--- src/rtl/ddr2_cmd_decoder_pkg.sv ---
// ---------------------------------------------------------------------------
// ddr2_cmd_pkg
//   Shared types and constants for the DDR2 command/address bus decoder:
//   decoded command and error enumerations, MR/EMR1 field positions, the
//   legal ranges of burst length, CAS latency and additive latency, and the
//   reset defaults of the mode outputs.
// ---------------------------------------------------------------------------
`ifndef DRAM_CS_WIDTH
`define DRAM_CS_WIDTH 2
`endif
`ifndef DRAM_BA_WIDTH
`define DRAM_BA_WIDTH 3
`endif
`ifndef DRAM_ADDR_WIDTH
`define DRAM_ADDR_WIDTH 14
`endif

package ddr2_cmd_pkg;

    typedef enum logic [3:0] {
        CMD_NOP,
        CMD_MRS,
        CMD_EMRS1,
        CMD_EMRS2,
        CMD_EMRS3,
        CMD_REF,
        CMD_PRE,
        CMD_ACT,
        CMD_WR,
        CMD_RD,
        CMD_RSVD
    } cmd_t;

    typedef enum logic [2:0] {
        ERR_NONE,
        ERR_RSVD,
        ERR_CLOSED,
        ERR_ACT_OPEN,
        ERR_NOT_IDLE,
        ERR_MODE,
        ERR_BUS_CONFLICT
    } err_t;

    // {ras_n, cas_n, we_n} encodings
    localparam logic [2:0] RCW_MRS  = 3'b000;
    localparam logic [2:0] RCW_REF  = 3'b001;
    localparam logic [2:0] RCW_PRE  = 3'b010;
    localparam logic [2:0] RCW_ACT  = 3'b011;
    localparam logic [2:0] RCW_WR   = 3'b100;
    localparam logic [2:0] RCW_RD   = 3'b101;
    localparam logic [2:0] RCW_RSVD = 3'b110;
    localparam logic [2:0] RCW_NOP  = 3'b111;

    // addr[10]: auto-precharge on RD/WR, all-banks on PRE
    localparam int AP_BIT = 10;

    // MR fields
    localparam int MR_BL_LSB = 0;
    localparam int MR_BL_MSB = 2;
    localparam int MR_CL_LSB = 4;
    localparam int MR_CL_MSB = 6;

    // EMR1 field
    localparam int EMR1_AL_LSB = 3;
    localparam int EMR1_AL_MSB = 5;

    // Legal encodings and ranges
    localparam logic [2:0] MR_BL4_CODE = 3'b010;
    localparam logic [2:0] MR_BL8_CODE = 3'b011;
    localparam logic [3:0] BL_4        = 4'd4;
    localparam logic [3:0] BL_8        = 4'd8;
    localparam logic [2:0] CL_MIN      = 3'd2;
    localparam logic [2:0] CL_MAX      = 3'd6;
    localparam logic [2:0] AL_MAX      = 3'd5;

    // Reset defaults
    localparam logic [3:0] BL_DEFAULT = BL_4;
    localparam logic [2:0] CL_DEFAULT = 3'd3;
    localparam logic [2:0] AL_DEFAULT = 3'd0;

    // Width of read/write latency values (AL+CL tops out at 11)
    localparam int LAT_W = 5;

    function automatic logic cl_legal(input logic [2:0] cl);
        return (cl >= CL_MIN) && (cl <= CL_MAX);
    endfunction

    function automatic logic al_legal(input logic [2:0] al);
        return al <= AL_MAX;
    endfunction

endpackage

--- src/rtl/ddr2_cmd_decoder_if.sv ---
// ---------------------------------------------------------------------------
// ddr2_cmd_decoder_if
//   DDR2 command/address bus as driven by the PHY toward the DRAM.
//   master : the side driving the bus (PHY / bench)
//   slave  : the side observing it (decoder)
//   Signals: cke, cs_n, ras_n, cas_n, we_n, ba, addr
// ---------------------------------------------------------------------------
`ifndef DRAM_CS_WIDTH
`define DRAM_CS_WIDTH 2
`endif
`ifndef DRAM_BA_WIDTH
`define DRAM_BA_WIDTH 3
`endif
`ifndef DRAM_ADDR_WIDTH
`define DRAM_ADDR_WIDTH 14
`endif

interface ddr2_cmd_decoder_if;

    logic                        cke;
    logic [`DRAM_CS_WIDTH-1:0]   cs_n;
    logic                        ras_n;
    logic                        cas_n;
    logic                        we_n;
    logic [`DRAM_BA_WIDTH-1:0]   ba;
    logic [`DRAM_ADDR_WIDTH-1:0] addr;

    modport master (
        output cke, cs_n, ras_n, cas_n, we_n, ba, addr
    );

    modport slave (
        input cke, cs_n, ras_n, cas_n, we_n, ba, addr
    );

endinterface

--- src/rtl/ddr2_cmd_decoder_burst_window.sv ---
// ---------------------------------------------------------------------------
// ddr2_burst_window
//   Generates a data-beat window a programmable number of cycles after a
//   start pulse. Each start ORs a mask of future cycles into a shift
//   register, so overlapping or abutting bursts merge without gaps.
//   Ports:
//     clk, rst_n   clock, asynchronous active-low reset
//     start        1-cycle pulse on the edge that sampled the RD/WR
//     lat          cycles from the sampling edge to the first beat (>=1)
//     beats        number of window cycles (BL/2)
//     window       registered window output
//     window_next  value window takes after the coming edge
// ---------------------------------------------------------------------------
module ddr2_burst_window
    import ddr2_cmd_pkg::*;
#(
    parameter int MAX_LAT = 16
) (
    input  logic             clk,
    input  logic             rst_n,
    input  logic             start,
    input  logic [LAT_W-1:0] lat,
    input  logic [2:0]       beats,
    output logic             window,
    output logic             window_next
);

    // pipe_q[j] is the window value for the cycle j+1 cycles after the
    // most recent edge; bit 0 is the current output.
    logic [MAX_LAT-1:0] pipe_q;
    logic [MAX_LAT-1:0] pipe_d;
    logic [MAX_LAT-1:0] start_mask;

    always_comb begin
        start_mask = '0;
        for (int j = 0; j < MAX_LAT; j++) begin
            if (((j + 1) >= int'(lat)) && ((j + 1) < int'(lat) + int'(beats))) begin
                start_mask[j] = 1'b1;
            end
        end
        pipe_d = (pipe_q >> 1) | (start ? start_mask : '0);
    end

    // NOTE: the pending-beat register is reset like any other state so an
    // asynchronous reset kills an in-flight burst at once.
    always_ff @(posedge clk or negedge rst_n) begin
        if (!rst_n) begin
            pipe_q <= '0;
        end else begin
            pipe_q <= pipe_d;
        end
    end

    assign window      = pipe_q[0];
    assign window_next = pipe_d[0];

endmodule

--- src/rtl/ddr2_cmd_decoder.sv ---
// ---------------------------------------------------------------------------
// ddr2_cmd_decoder
//   Decodes the DDR2 command/address bus, tracks per-bank open state,
//   captures MR/EMR1 settings, produces read/write data-window strobes and
//   flags protocol violations.
//   Ports:
//     clk, rst_n         DRAM clock, asynchronous active-low reset
//     bus                command/address bus (slave modport)
//     cmd_valid          pulse: non-NOP command decoded
//     cmd, cmd_ba,
//     cmd_addr, cmd_ap   decoded command and its bank/address/AP bit
//     bank_open          per-bank open flags
//     burst_len,
//     cas_lat, add_lat   current mode-register settings
//     rd_window,
//     wr_window          read/write data-beat windows
//     err, err_code      violation pulse and its held cause
// ---------------------------------------------------------------------------
`ifndef DRAM_CS_WIDTH
`define DRAM_CS_WIDTH 2
`endif
`ifndef DRAM_BA_WIDTH
`define DRAM_BA_WIDTH 3
`endif
`ifndef DRAM_ADDR_WIDTH
`define DRAM_ADDR_WIDTH 14
`endif

module ddr2_cmd_decoder
    import ddr2_cmd_pkg::*;
#(
    parameter int NUM_BANKS = 8,
    parameter int MAX_LAT   = 16
) (
    input  logic                        clk,
    input  logic                        rst_n,
    ddr2_cmd_decoder_if.slave           bus,
    output logic                        cmd_valid,
    output cmd_t                        cmd,
    output logic [`DRAM_BA_WIDTH-1:0]   cmd_ba,
    output logic [`DRAM_ADDR_WIDTH-1:0] cmd_addr,
    output logic                        cmd_ap,
    output logic [NUM_BANKS-1:0]        bank_open,
    output logic [3:0]                  burst_len,
    output logic [2:0]                  cas_lat,
    output logic [2:0]                  add_lat,
    output logic                        rd_window,
    output logic                        wr_window,
    output logic                        err,
    output err_t                        err_code
);

    // Only chip select 0 is decoded; the others are observed but unused.
    logic unused_cs;
    assign unused_cs = ^bus.cs_n;

    // ------------------------------------------------------------------
    // Command decode
    // ------------------------------------------------------------------
    logic cmd_en;
    cmd_t dec_cmd;

    assign cmd_en = bus.cke & ~bus.cs_n[0];

    // NOTE: every always_comb output gets a default before any branch so
    // no path leaves it unassigned (which would infer a latch).
    always_comb begin
        dec_cmd = CMD_NOP;
        if (cmd_en) begin
            unique case ({bus.ras_n, bus.cas_n, bus.we_n})
                RCW_MRS: begin
                    unique case (bus.ba[1:0])
                        2'd0: dec_cmd = CMD_MRS;
                        2'd1: dec_cmd = CMD_EMRS1;
                        2'd2: dec_cmd = CMD_EMRS2;
                        2'd3: dec_cmd = CMD_EMRS3;
                    endcase
                end
                RCW_REF:  dec_cmd = CMD_REF;
                RCW_PRE:  dec_cmd = CMD_PRE;
                RCW_ACT:  dec_cmd = CMD_ACT;
                RCW_WR:   dec_cmd = CMD_WR;
                RCW_RD:   dec_cmd = CMD_RD;
                RCW_RSVD: dec_cmd = CMD_RSVD;
                RCW_NOP:  dec_cmd = CMD_NOP;
            endcase
        end
    end

    // ------------------------------------------------------------------
    // Bank state, mode registers and command errors
    // ------------------------------------------------------------------
    logic [NUM_BANKS-1:0] bank_d;
    logic [3:0]           bl_d;
    logic [2:0]           cl_d;
    logic [2:0]           al_d;
    err_t                 cmd_err;
    logic                 rd_start;
    logic                 wr_start;
    logic                 mode_bad;
    logic                 bank_hit;
    logic                 any_open;
    logic                 ap;
    logic [2:0]           bl_field;
    logic [2:0]           cl_field;
    logic [2:0]           al_field;

    assign bank_hit = bank_open[bus.ba];
    assign any_open = |bank_open;
    assign ap       = bus.addr[AP_BIT];
    assign bl_field = bus.addr[MR_BL_MSB:MR_BL_LSB];
    assign cl_field = bus.addr[MR_CL_MSB:MR_CL_LSB];
    assign al_field = bus.addr[EMR1_AL_MSB:EMR1_AL_LSB];

    always_comb begin
        bank_d   = bank_open;
        bl_d     = burst_len;
        cl_d     = cas_lat;
        al_d     = add_lat;
        cmd_err  = ERR_NONE;
        rd_start = 1'b0;
        wr_start = 1'b0;
        mode_bad = 1'b0;

        unique case (dec_cmd)
            CMD_RSVD: cmd_err = ERR_RSVD;

            CMD_ACT: begin
                if (bank_hit) cmd_err = ERR_ACT_OPEN;
                bank_d[bus.ba] = 1'b1;
            end

            CMD_PRE: begin
                if (ap) bank_d = '0;
                else    bank_d[bus.ba] = 1'b0;
            end

            CMD_RD, CMD_WR: begin
                if (!bank_hit) begin
                    cmd_err = ERR_CLOSED;
                end else begin
                    rd_start = (dec_cmd == CMD_RD);
                    wr_start = (dec_cmd == CMD_WR);
                    // Auto-precharge: the bank reads as closed to the
                    // very next command.
                    if (ap) bank_d[bus.ba] = 1'b0;
                end
            end

            CMD_REF: begin
                if (any_open) cmd_err = ERR_NOT_IDLE;
            end

            CMD_MRS: begin
                // Each field updates independently; an illegal field keeps
                // its previous value.
                if (bl_field == MR_BL4_CODE)      bl_d = BL_4;
                else if (bl_field == MR_BL8_CODE) bl_d = BL_8;
                else                              mode_bad = 1'b1;
                if (cl_legal(cl_field)) cl_d = cl_field;
                else                    mode_bad = 1'b1;
                if (any_open)      cmd_err = ERR_NOT_IDLE;
                else if (mode_bad) cmd_err = ERR_MODE;
            end

            CMD_EMRS1: begin
                if (al_legal(al_field)) al_d = al_field;
                else                    mode_bad = 1'b1;
                if (any_open)      cmd_err = ERR_NOT_IDLE;
                else if (mode_bad) cmd_err = ERR_MODE;
            end

            CMD_EMRS2, CMD_EMRS3: begin
                if (any_open) cmd_err = ERR_NOT_IDLE;
            end

            default: ;
        endcase
    end

    // ------------------------------------------------------------------
    // Data windows, timed from the settings in effect at the RD/WR edge
    // ------------------------------------------------------------------
    logic [LAT_W-1:0] rd_lat;
    logic [LAT_W-1:0] wr_lat;
    logic [2:0]       beats;
    logic             rd_next;
    logic             wr_next;

    assign rd_lat = LAT_W'(add_lat) + LAT_W'(cas_lat);
    assign wr_lat = rd_lat - LAT_W'(1);
    assign beats  = 3'(burst_len >> 1);

    ddr2_burst_window #(.MAX_LAT(MAX_LAT)) u_rd_window (
        .clk         (clk),
        .rst_n       (rst_n),
        .start       (rd_start),
        .lat         (rd_lat),
        .beats       (beats),
        .window      (rd_window),
        .window_next (rd_next)
    );

    ddr2_burst_window #(.MAX_LAT(MAX_LAT)) u_wr_window (
        .clk         (clk),
        .rst_n       (rst_n),
        .start       (wr_start),
        .lat         (wr_lat),
        .beats       (beats),
        .window      (wr_window),
        .window_next (wr_next)
    );

    // Conflict is flagged in the same cycle both windows are high, and is
    // masked by any command error and by power-down.
    err_t err_d;

    always_comb begin
        err_d = cmd_err;
        if ((cmd_err == ERR_NONE) && bus.cke && rd_next && wr_next) begin
            err_d = ERR_BUS_CONFLICT;
        end
    end

    // ------------------------------------------------------------------
    // Output registers
    // ------------------------------------------------------------------
    // NOTE: sequential state uses non-blocking assignments so every
    // register samples the pre-edge values of its sources.
    always_ff @(posedge clk or negedge rst_n) begin
        if (!rst_n) begin
            cmd_valid <= 1'b0;
            cmd       <= CMD_NOP;
            cmd_ba    <= '0;
            cmd_addr  <= '0;
            cmd_ap    <= 1'b0;
            bank_open <= '0;
            burst_len <= BL_DEFAULT;
            cas_lat   <= CL_DEFAULT;
            add_lat   <= AL_DEFAULT;
            err       <= 1'b0;
            err_code  <= ERR_NONE;
        end else begin
            cmd_valid <= (dec_cmd != CMD_NOP);
            cmd       <= dec_cmd;
            if (dec_cmd != CMD_NOP) begin
                cmd_ba   <= bus.ba;
                cmd_addr <= bus.addr;
            end
            cmd_ap    <= ap && (dec_cmd inside {CMD_RD, CMD_WR, CMD_PRE});
            bank_open <= bank_d;
            burst_len <= bl_d;
            cas_lat   <= cl_d;
            add_lat   <= al_d;
            err       <= (err_d != ERR_NONE);
            if (err_d != ERR_NONE) err_code <= err_d;
        end
    end

endmodule

--- src/flat_wrapper.sv ---
// flat-port wrapper written by rule: the top's interface ports become plain ports
module ddr2_cmd_decoder_flat import ddr2_cmd_pkg::*;
#(
    parameter int NUM_BANKS = 8,
    parameter int MAX_LAT   = 16
)
  (clk, rst_n, cmd_valid, cmd, cmd_ba, cmd_addr, cmd_ap, bank_open, burst_len, cas_lat, add_lat, rd_window, wr_window, err, err_code, bus_cke, bus_cs_n, bus_ras_n, bus_cas_n, bus_we_n, bus_ba, bus_addr);
  ddr2_cmd_decoder_if bus_i ();
  input  logic clk;
  input  logic rst_n;
  output logic cmd_valid;
  output cmd_t cmd;
  output logic [`DRAM_BA_WIDTH-1:0] cmd_ba;
  output logic [`DRAM_ADDR_WIDTH-1:0] cmd_addr;
  output logic cmd_ap;
  output logic [NUM_BANKS-1:0] bank_open;
  output logic [3:0] burst_len;
  output logic [2:0] cas_lat;
  output logic [2:0] add_lat;
  output logic rd_window;
  output logic wr_window;
  output logic err;
  output err_t err_code;
  input wire logic [$bits(bus_i.cke)-1:0] bus_cke;
  input wire logic [$bits(bus_i.cs_n)-1:0] bus_cs_n;
  input wire logic [$bits(bus_i.ras_n)-1:0] bus_ras_n;
  input wire logic [$bits(bus_i.cas_n)-1:0] bus_cas_n;
  input wire logic [$bits(bus_i.we_n)-1:0] bus_we_n;
  input wire logic [$bits(bus_i.ba)-1:0] bus_ba;
  input wire logic [$bits(bus_i.addr)-1:0] bus_addr;
  assign bus_i.cke = bus_cke;
  assign bus_i.cs_n = bus_cs_n;
  assign bus_i.ras_n = bus_ras_n;
  assign bus_i.cas_n = bus_cas_n;
  assign bus_i.we_n = bus_we_n;
  assign bus_i.ba = bus_ba;
  assign bus_i.addr = bus_addr;
  ddr2_cmd_decoder #(.NUM_BANKS(NUM_BANKS), .MAX_LAT(MAX_LAT)) u_core (.clk(clk), .rst_n(rst_n), .bus(bus_i), .cmd_valid(cmd_valid), .cmd(cmd), .cmd_ba(cmd_ba), .cmd_addr(cmd_addr), .cmd_ap(cmd_ap), .bank_open(bank_open), .burst_len(burst_len), .cas_lat(cas_lat), .add_lat(add_lat), .rd_window(rd_window), .wr_window(wr_window), .err(err), .err_code(err_code));
endmodule
--- config.mk ---
export PLATFORM = sky130hd
export DESIGN_NAME = ddr2_cmd_decoder_flat
export DESIGN_NICKNAME = d
export VERILOG_FILES = /design/src/rtl/ddr2_cmd_decoder_pkg.sv /design/src/rtl/ddr2_cmd_decoder_if.sv /design/src/rtl/ddr2_cmd_decoder_burst_window.sv /design/src/rtl/ddr2_cmd_decoder.sv /design/src/flat_wrapper.sv
export SDC_FILE = /design/constraint.sdc
export NUM_CORES = 1
export LEC_CHECK = 0
export ABC_AREA = 1
export BUFFER_PORTS_ARGS = -buffer_cell sky130_fd_sc_hd__clkbuf_2
export CAP_MARGIN = 20
export CORE_AREA = 4 4 144 77
export CTS_BUF_LIST = sky130_fd_sc_hd__clkbuf_4
export CTS_CLUSTER_SIZE = 10
export DETAILED_ROUTE_END_ITERATION = 10
export DIE_AREA = 0 0 148 81
export PLACE_DENSITY = 0.65
export SYNTH_ARGS = -nofsm -noshare
export SYNTH_HDL_FRONTEND = slang
export SYNTH_SLANG_ARGS = --single-unit
--- constraint.sdc ---
create_clock -name clk -period 7.9 [get_ports clk]
set_clock_uncertainty 0.1 [all_clocks]
set_input_delay 0 -clock clk [delete_from_list [all_inputs] [get_ports clk]]
set_output_delay 0 -clock clk [all_outputs]
set_load 0.03 [all_outputs]
After elaboration in Yosys (flattened, before gate mapping)
Index checks and enable logic that the tools add are counted. Widths: inputs -> output; s select.

Muxes and demuxes: 66. Reduce and logical (&&, ||, !) cells: 53. Equal/unequal tests: 24. Add/sub/neg operators: 4. Magnitude comparators: 69. Bitwise operators: 7.

Operators by type and width (count): $lt 5x32->1 const A (16); $lt 4x32->1 const A (8); $lt 3x32->1 const A (4); $ge 4x5->1 const A (16); $lt 2x32->1 const A (2); $mux 1 (44); $ge 3x5->1 const A (8); $logic_and 1x1->1 (38); $mux 16 (2); $or 15x16->16 (2); $pmux 4 s8 (1); $mux 8 (3); $pmux 8 s3 (1); $ge 2x5->1 const A (4); $mux 3 (6); $pmux 3 s6 (1); $eq 4x3->1 const B (4); $pmux 4 s4 (1); $add 5x3->6 (2); $eq 3x2->1 const B (4); $eq 3x3->1 const B (4); $eq 4x4->1 const B (3); $lt 5x6->1 const A (2); $mux 4 (3); other kinds (33) (44).

Word-level logic and storage cells: 236. Input bits: 25. Register bits after elaboration: 77. Output and inout port bits: 47.

Logic depth before layout (Yosys ltp)
Word-level depth: 15. Depth in mapped cells: 19. Gate-level depth less buffers: 18.

Cells and area by module
Synthesis repeated with hierarchy kept, for this count alone.

Cells, all modules: 611. Area total of the unflattened synthesis: 4580.6 um^2.

Modules (own cells, without submodules): ddr2_cmd_decoder (cells each 301, instances 1, sequential area each 1079.8 um^2, area each 2416.1 um^2); ddr2_burst_window (cells each 155, instances 2, sequential area each 400.4 um^2, area each 1082.3 um^2).

Least setup slack after synthesis
Ideal clock, no wire load.

Kind: register -> register. Start: register u_core.cas_lat[0]. End: register u_core.err_code[0]. Clock period less this slack: 3.408 ns. Slack: 4.492 ns. Cell stages (with the launch flop): 18. Library setup time: 0.113 ns. Required time: 7.687 ns. Path buffers: 0. Arrival: 3.195 ns. Path through: dfstp_2 > ha_1 > fa_1 > inv_1 > ha_1 > xor2_4 > inv_2 > fa_1 > inv_1 > nand4_1 > nand2_1 > nor2_4 > nand2_1 > nand2_1 > nand2_2 > nand3_2 > nand2_1 > inv_1.

Cells in the longest elaborated chain, start to end: 11. Elaborated cells between the ends (all ways): 20. Those cells by class: add/sub (4); order compare (4); mux (5); bitwise (2); reduce/logical (5).

RTL lines: start: declaration (RTL line ddr2_cmd_decoder.sv:45) `output logic [2:0] cas_lat,`; start signal: assignment (RTL line ddr2_cmd_decoder.sv:253) `cas_lat <= cl_d;`; $add 3x3->4 (*) (RTL line ddr2_cmd_decoder.sv:190) `assign rd_lat = LAT_W'(add_lat) + LAT_W'(cas_lat);`; $sub 5x1->5 (*) (RTL line ddr2_cmd_decoder.sv:191) `assign wr_lat = rd_lat - LAT_W'(1);`; $add 5x3->6 (RTL line ddr2_cmd_decoder_burst_window.sv:37) `if (((j + 1) >= int'(lat)) && ((j + 1) < int'(lat) + int'(beats))) begin`; $lt 2x32->1 (RTL line ddr2_cmd_decoder_burst_window.sv:37); $logic_and 1x1->1 (*) (RTL line ddr2_cmd_decoder_burst_window.sv:37); $mux 1 (*) (RTL line ddr2_cmd_decoder_burst_window.sv:37); $mux 16 (*) (RTL line ddr2_cmd_decoder_burst_window.sv:41) `pipe_d = (pipe_q >> 1) | (start ? start_mask : '0);`; $or 15x16->16 (*) (RTL line ddr2_cmd_decoder_burst_window.sv:41); named net u_core.u_wr_window.pipe_d[0] (RTL line ddr2_cmd_decoder_burst_window.sv:31) `logic [MAX_LAT-1:0] pipe_d;`; $logic_and 1x1->1 (*) (RTL line ddr2_cmd_decoder.sv:220) `if ((cmd_err == ERR_NONE) && bus.cke && rd_next && wr_next) begin`; $mux 3 (*) (RTL line ddr2_cmd_decoder.sv:220); $reduce_bool 3->1 (RTL line ddr2_cmd_decoder.sv:256) `if (err_d != ERR_NONE) err_code <= err_d;`; end signal: assignment (RTL line ddr2_cmd_decoder.sv:256); end: declaration (RTL line ddr2_cmd_decoder.sv:50) `output err_t err_code`.

The timed path passes the listed nets; every way through them passes the cells marked *. A chain may end at the register's enable or synchronous reset.

Worst setup path after layout
Same ends and word-level chain as after synthesis.

==> impl_metrics.json <==
{
  "status": "finished, final reports clean",
  "critPathKind": "register to register",
  "tns_ns": 0,
  "io_buffer_count": 68,
  "final_antenna_net_count": 0,
  "track_usage_pct": 20.90,
  "ctsResizeCount": 0,
  "clock-sinks": 75,
  "drt_iter0_drc": 371,
  "die_h_um": 81,
  "rsz0062_at_grt": "no",
  "synthCells": 527,
  "internal_power_uw": 831.5,
  "p_leak_nw": 2.765,
  "coreArea_um2": 9889,
  "min_path_type": "input pin to async pin",
  "final_common_cell": "nand2_1",
  "synth_top_family_by_area": "simple AND/OR/NAND/NOR gates",
  "ir_worst_vdd_uv": 135.6,
  "drive_gt1_share_pct": 21.90,
  "cts_hold_buffers": 27,
  "slew_viol_final": 0,
  "start_kind": "register",
  "clockPowerShare_pct": 15.7,
  "post-route-drc-count": 0,
  "fp-row-count": 26,
  "num_vias": 3966,
  "sequentialPowerShare_pct": 27.2,
  "seq_area_frac_synth_pct": 43.64,
  "arrival_ns": 3.99,
  "cp_max_fo": 8,
  "clk_pin_slew_ns": 0.14,
  "die_w_um": 148,
  "timing.fmax_ghz": 0.2682,
  "multiInputGateArea_um2": 2090,
  "grt.overflow.total": 0,
  "grt_pass1_vias": 3749,
  "syn2layout_area_growth_pct": 20.59,
  "synth_compound_gate_area_share_pct": 14.00,
  "final_cell_mix": "nand2_1, dfrtp_1, clkbuf_2, inv_1, nor2_1",
  "synthDistinctLibCells": 38,
  "ys_ff_latch": 75,
  "tightest_slew_ns": 0.9561,
  "cts_root_buf": "clkbuf_4",
  "period_share_pct": 47.20,
  "fillers": 950,
  "drtPass1Iterations": 5,
  "ff2ff_path_depth": 17,
  "synth.area.mux_share_pct": 2.352,
  "required_ns": 8.16,
  "cts_made_buffers": 9,
  "place_hpwl_um": 8655,
  "post-route-util_pct": 52.54,
  "synthesis.area_um2": 4309,
  "dieArea_um2": 11990,
  "initial_core_util_pct": 43.57,
  "synth_fa_ha_area_share_pct": 5.749,
  "cts_setup_buffers": 0,
  "wire_per_inst_um": 15.11,
  "drv_cap": 0,
  "finalHoldViolCount": 0,
  "whs_ns": 0.1122,
  "ys.warnings.count": 0,
  "fin_crit_ns": 3.729,
  "fin_nets": 668,
  "power_frac_comb_pct": 57.1,
  "regArea_um2": 1881,
  "ios": 72,
  "gp_congestion": 0.9295,
  "antenna_cells": 0,
  "max-clock-path-buffers": 2,
  "synth_xor_area_share_pct": 0.6388,
  "grt_pass1_wl_um": 19530,
  "yosys.area_share.simple_pct": 25.58,
  "end_kind": "register",
  "max_slew_margin_pct": 36.26,
  "switching_power_uw": 886.9,
  "htreeDepth": 3,
  "syn_avg_cell_area_um2": 8.177,
  "grt_max_degree": 76,
  "cts_tree": "yes",
  "final-setup-viol-count": 0,
  "swShare_pct": 51.61,
  "antenna_found_initial": 0,
  "clk_latency_ns": 0.46,
  "finalWirelength_um": 11640,
  "routed_via_density": 5.151,
  "power.density_nw_per_um2": 330.7
}
final timing paths:
check,start,slack [ns],end
worst min register to register,u_core.u_wr_window.pipe_q[15],0.35,u_core.u_wr_window.pipe_q[14]
worst max register to register,u_core.cas_lat[0],4.17,u_core.err_code[0]
max in group asynchronous,rst_n,6.96,u_core.cmd[0]
worst max-delay path,u_core.cas_lat[0],4.17,u_core.err_code[0]
min in group clk,bus_addr[12],0.20,u_core.cmd_addr[12]
worst min-delay path,rst_n,0.11,u_core.cmd_addr[7]
cells in the mapped netlist, drive strengths merged:
master	count	area, um^2
a21o	5	37.54
o211ai	3	22.52
o21ai	25	125.1
a311oi	2	17.52
buf	8	58.81
a21boi	1	7.510
mux2	9	101.4
a31oi	9	56.30
o41ai	1	8.760
dfrtp	72	1802
nand4	6	37.54
a21oi	28	140.1
inv	73	276.5
nand3	32	180.2
xor2	1	27.53
dfstp	3	78.83
nor3	13	65.06
nand2	132	545.5
fa	3	60.06
clkinv	1	3.750
nor2	59	274.0
o31ai	3	22.52
o21bai	15	112.6
clkbuf	1	3.750
ha	15	187.7
conb	1	3.750
a31o	6	52.55
sequential cells by signal (all words and copies together), names as in the netlist, 3 cells and up:
register                   count
u_core.u_rd_window.pipe_q     16
u_core.err_code                3
u_core.cmd_ba                  3
u_core.cas_lat                 3
u_core.bank_open               8
u_core.add_lat                 3
u_core.cmd                     4
u_core.cmd_addr               14
u_core.u_wr_window.pipe_q     16
area by class of cell:
type                    count  area share (%)
multi-input cells         370           40.21
inverters                  74           5.394
repair buffers             95           11.80
well taps                 140           3.371
clock buffers               9           1.300
clock inverters             7           1.734
flip-flops and latches     75           36.19
cells by family (layout without fill, tap and decap cells):
| kind of cell | Yosys count | after routing |
|---|---|---|
| other cells | 1 | 2 |
| buf+inv | 83 | 185 |
| fa+ha+maj | 18 | 18 |
| xor+xnor | 1 | 1 |
| mux | 9 | 9 |
| flops | 75 | 75 |
| compound gates | 98 | 98 |
| simple gates | 242 | 242 |
per-layer routing:
| metal | vias up | routed length [um] | GRT usage (%) |
|---|---|---|---|
| met2 | 211 | 4242 | 26.60 |
| met5 | - | 0 | 0 |
| met4 | 0 | 140 | 5.253 |
| met1 | 1819 | 5963 | 33.12 |
| met3 | 17 | 1290 | 6.689 |
| li1 | 1919 | - | - |
worst max-delay path, stage by stage (launching register included):
cell and delay [ns]:
dfstp_2 0.58, ha_1 0.20, fa_1 0.55, inv_1 0.24
ha_1 0.31, xor2_4 0.29, inv_2 0.10, fa_1 0.41
inv_1 0.11, nand4_1 0.11, nand2_1 0.14, nor2_4 0.07
nand2_1 0.07, nand2_1 0.06, nand2_2 0.07, nand3_2 0.09
nand2_1 0.07, inv_1 0.03
power by group through the flow:
stage / Clock, mW / Combinational, mW / Sequential, mW
after floorplan: 0 / 0.634 / 0.549
after global placement: 0 / 0.957 / 0.473
final: 0.269 / 0.981 / 0.468
after global routing: 0.296 / 1.09 / 0.476
after CTS: 0.278 / 0.959 / 0.469
after detailed placement: 0 / 0.943 / 0.476
per-stage QoR:
| stage | cells | setup slack [ns] | total power [mW] | instance area (um^2) |
|---|---|---|---|---|
| 2_1_floorplan | 528 | 4.492 | 1.183 | 4313 |
| 3_3_place_gp | 727 | 4.192 | 1.430 | 4768 |
| 3_5_place_dp | 727 | 4.202 | 1.419 | 4768 |
| 4_1_cts | 770 | 4.151 | 1.706 | 5196 |
| 5_1_grt | 770 | 3.835 | 1.859 | 5196 |
| 6_report | 770 | 4.171 | 1.718 | 5196 |
(Power assumes the default switching activity.)
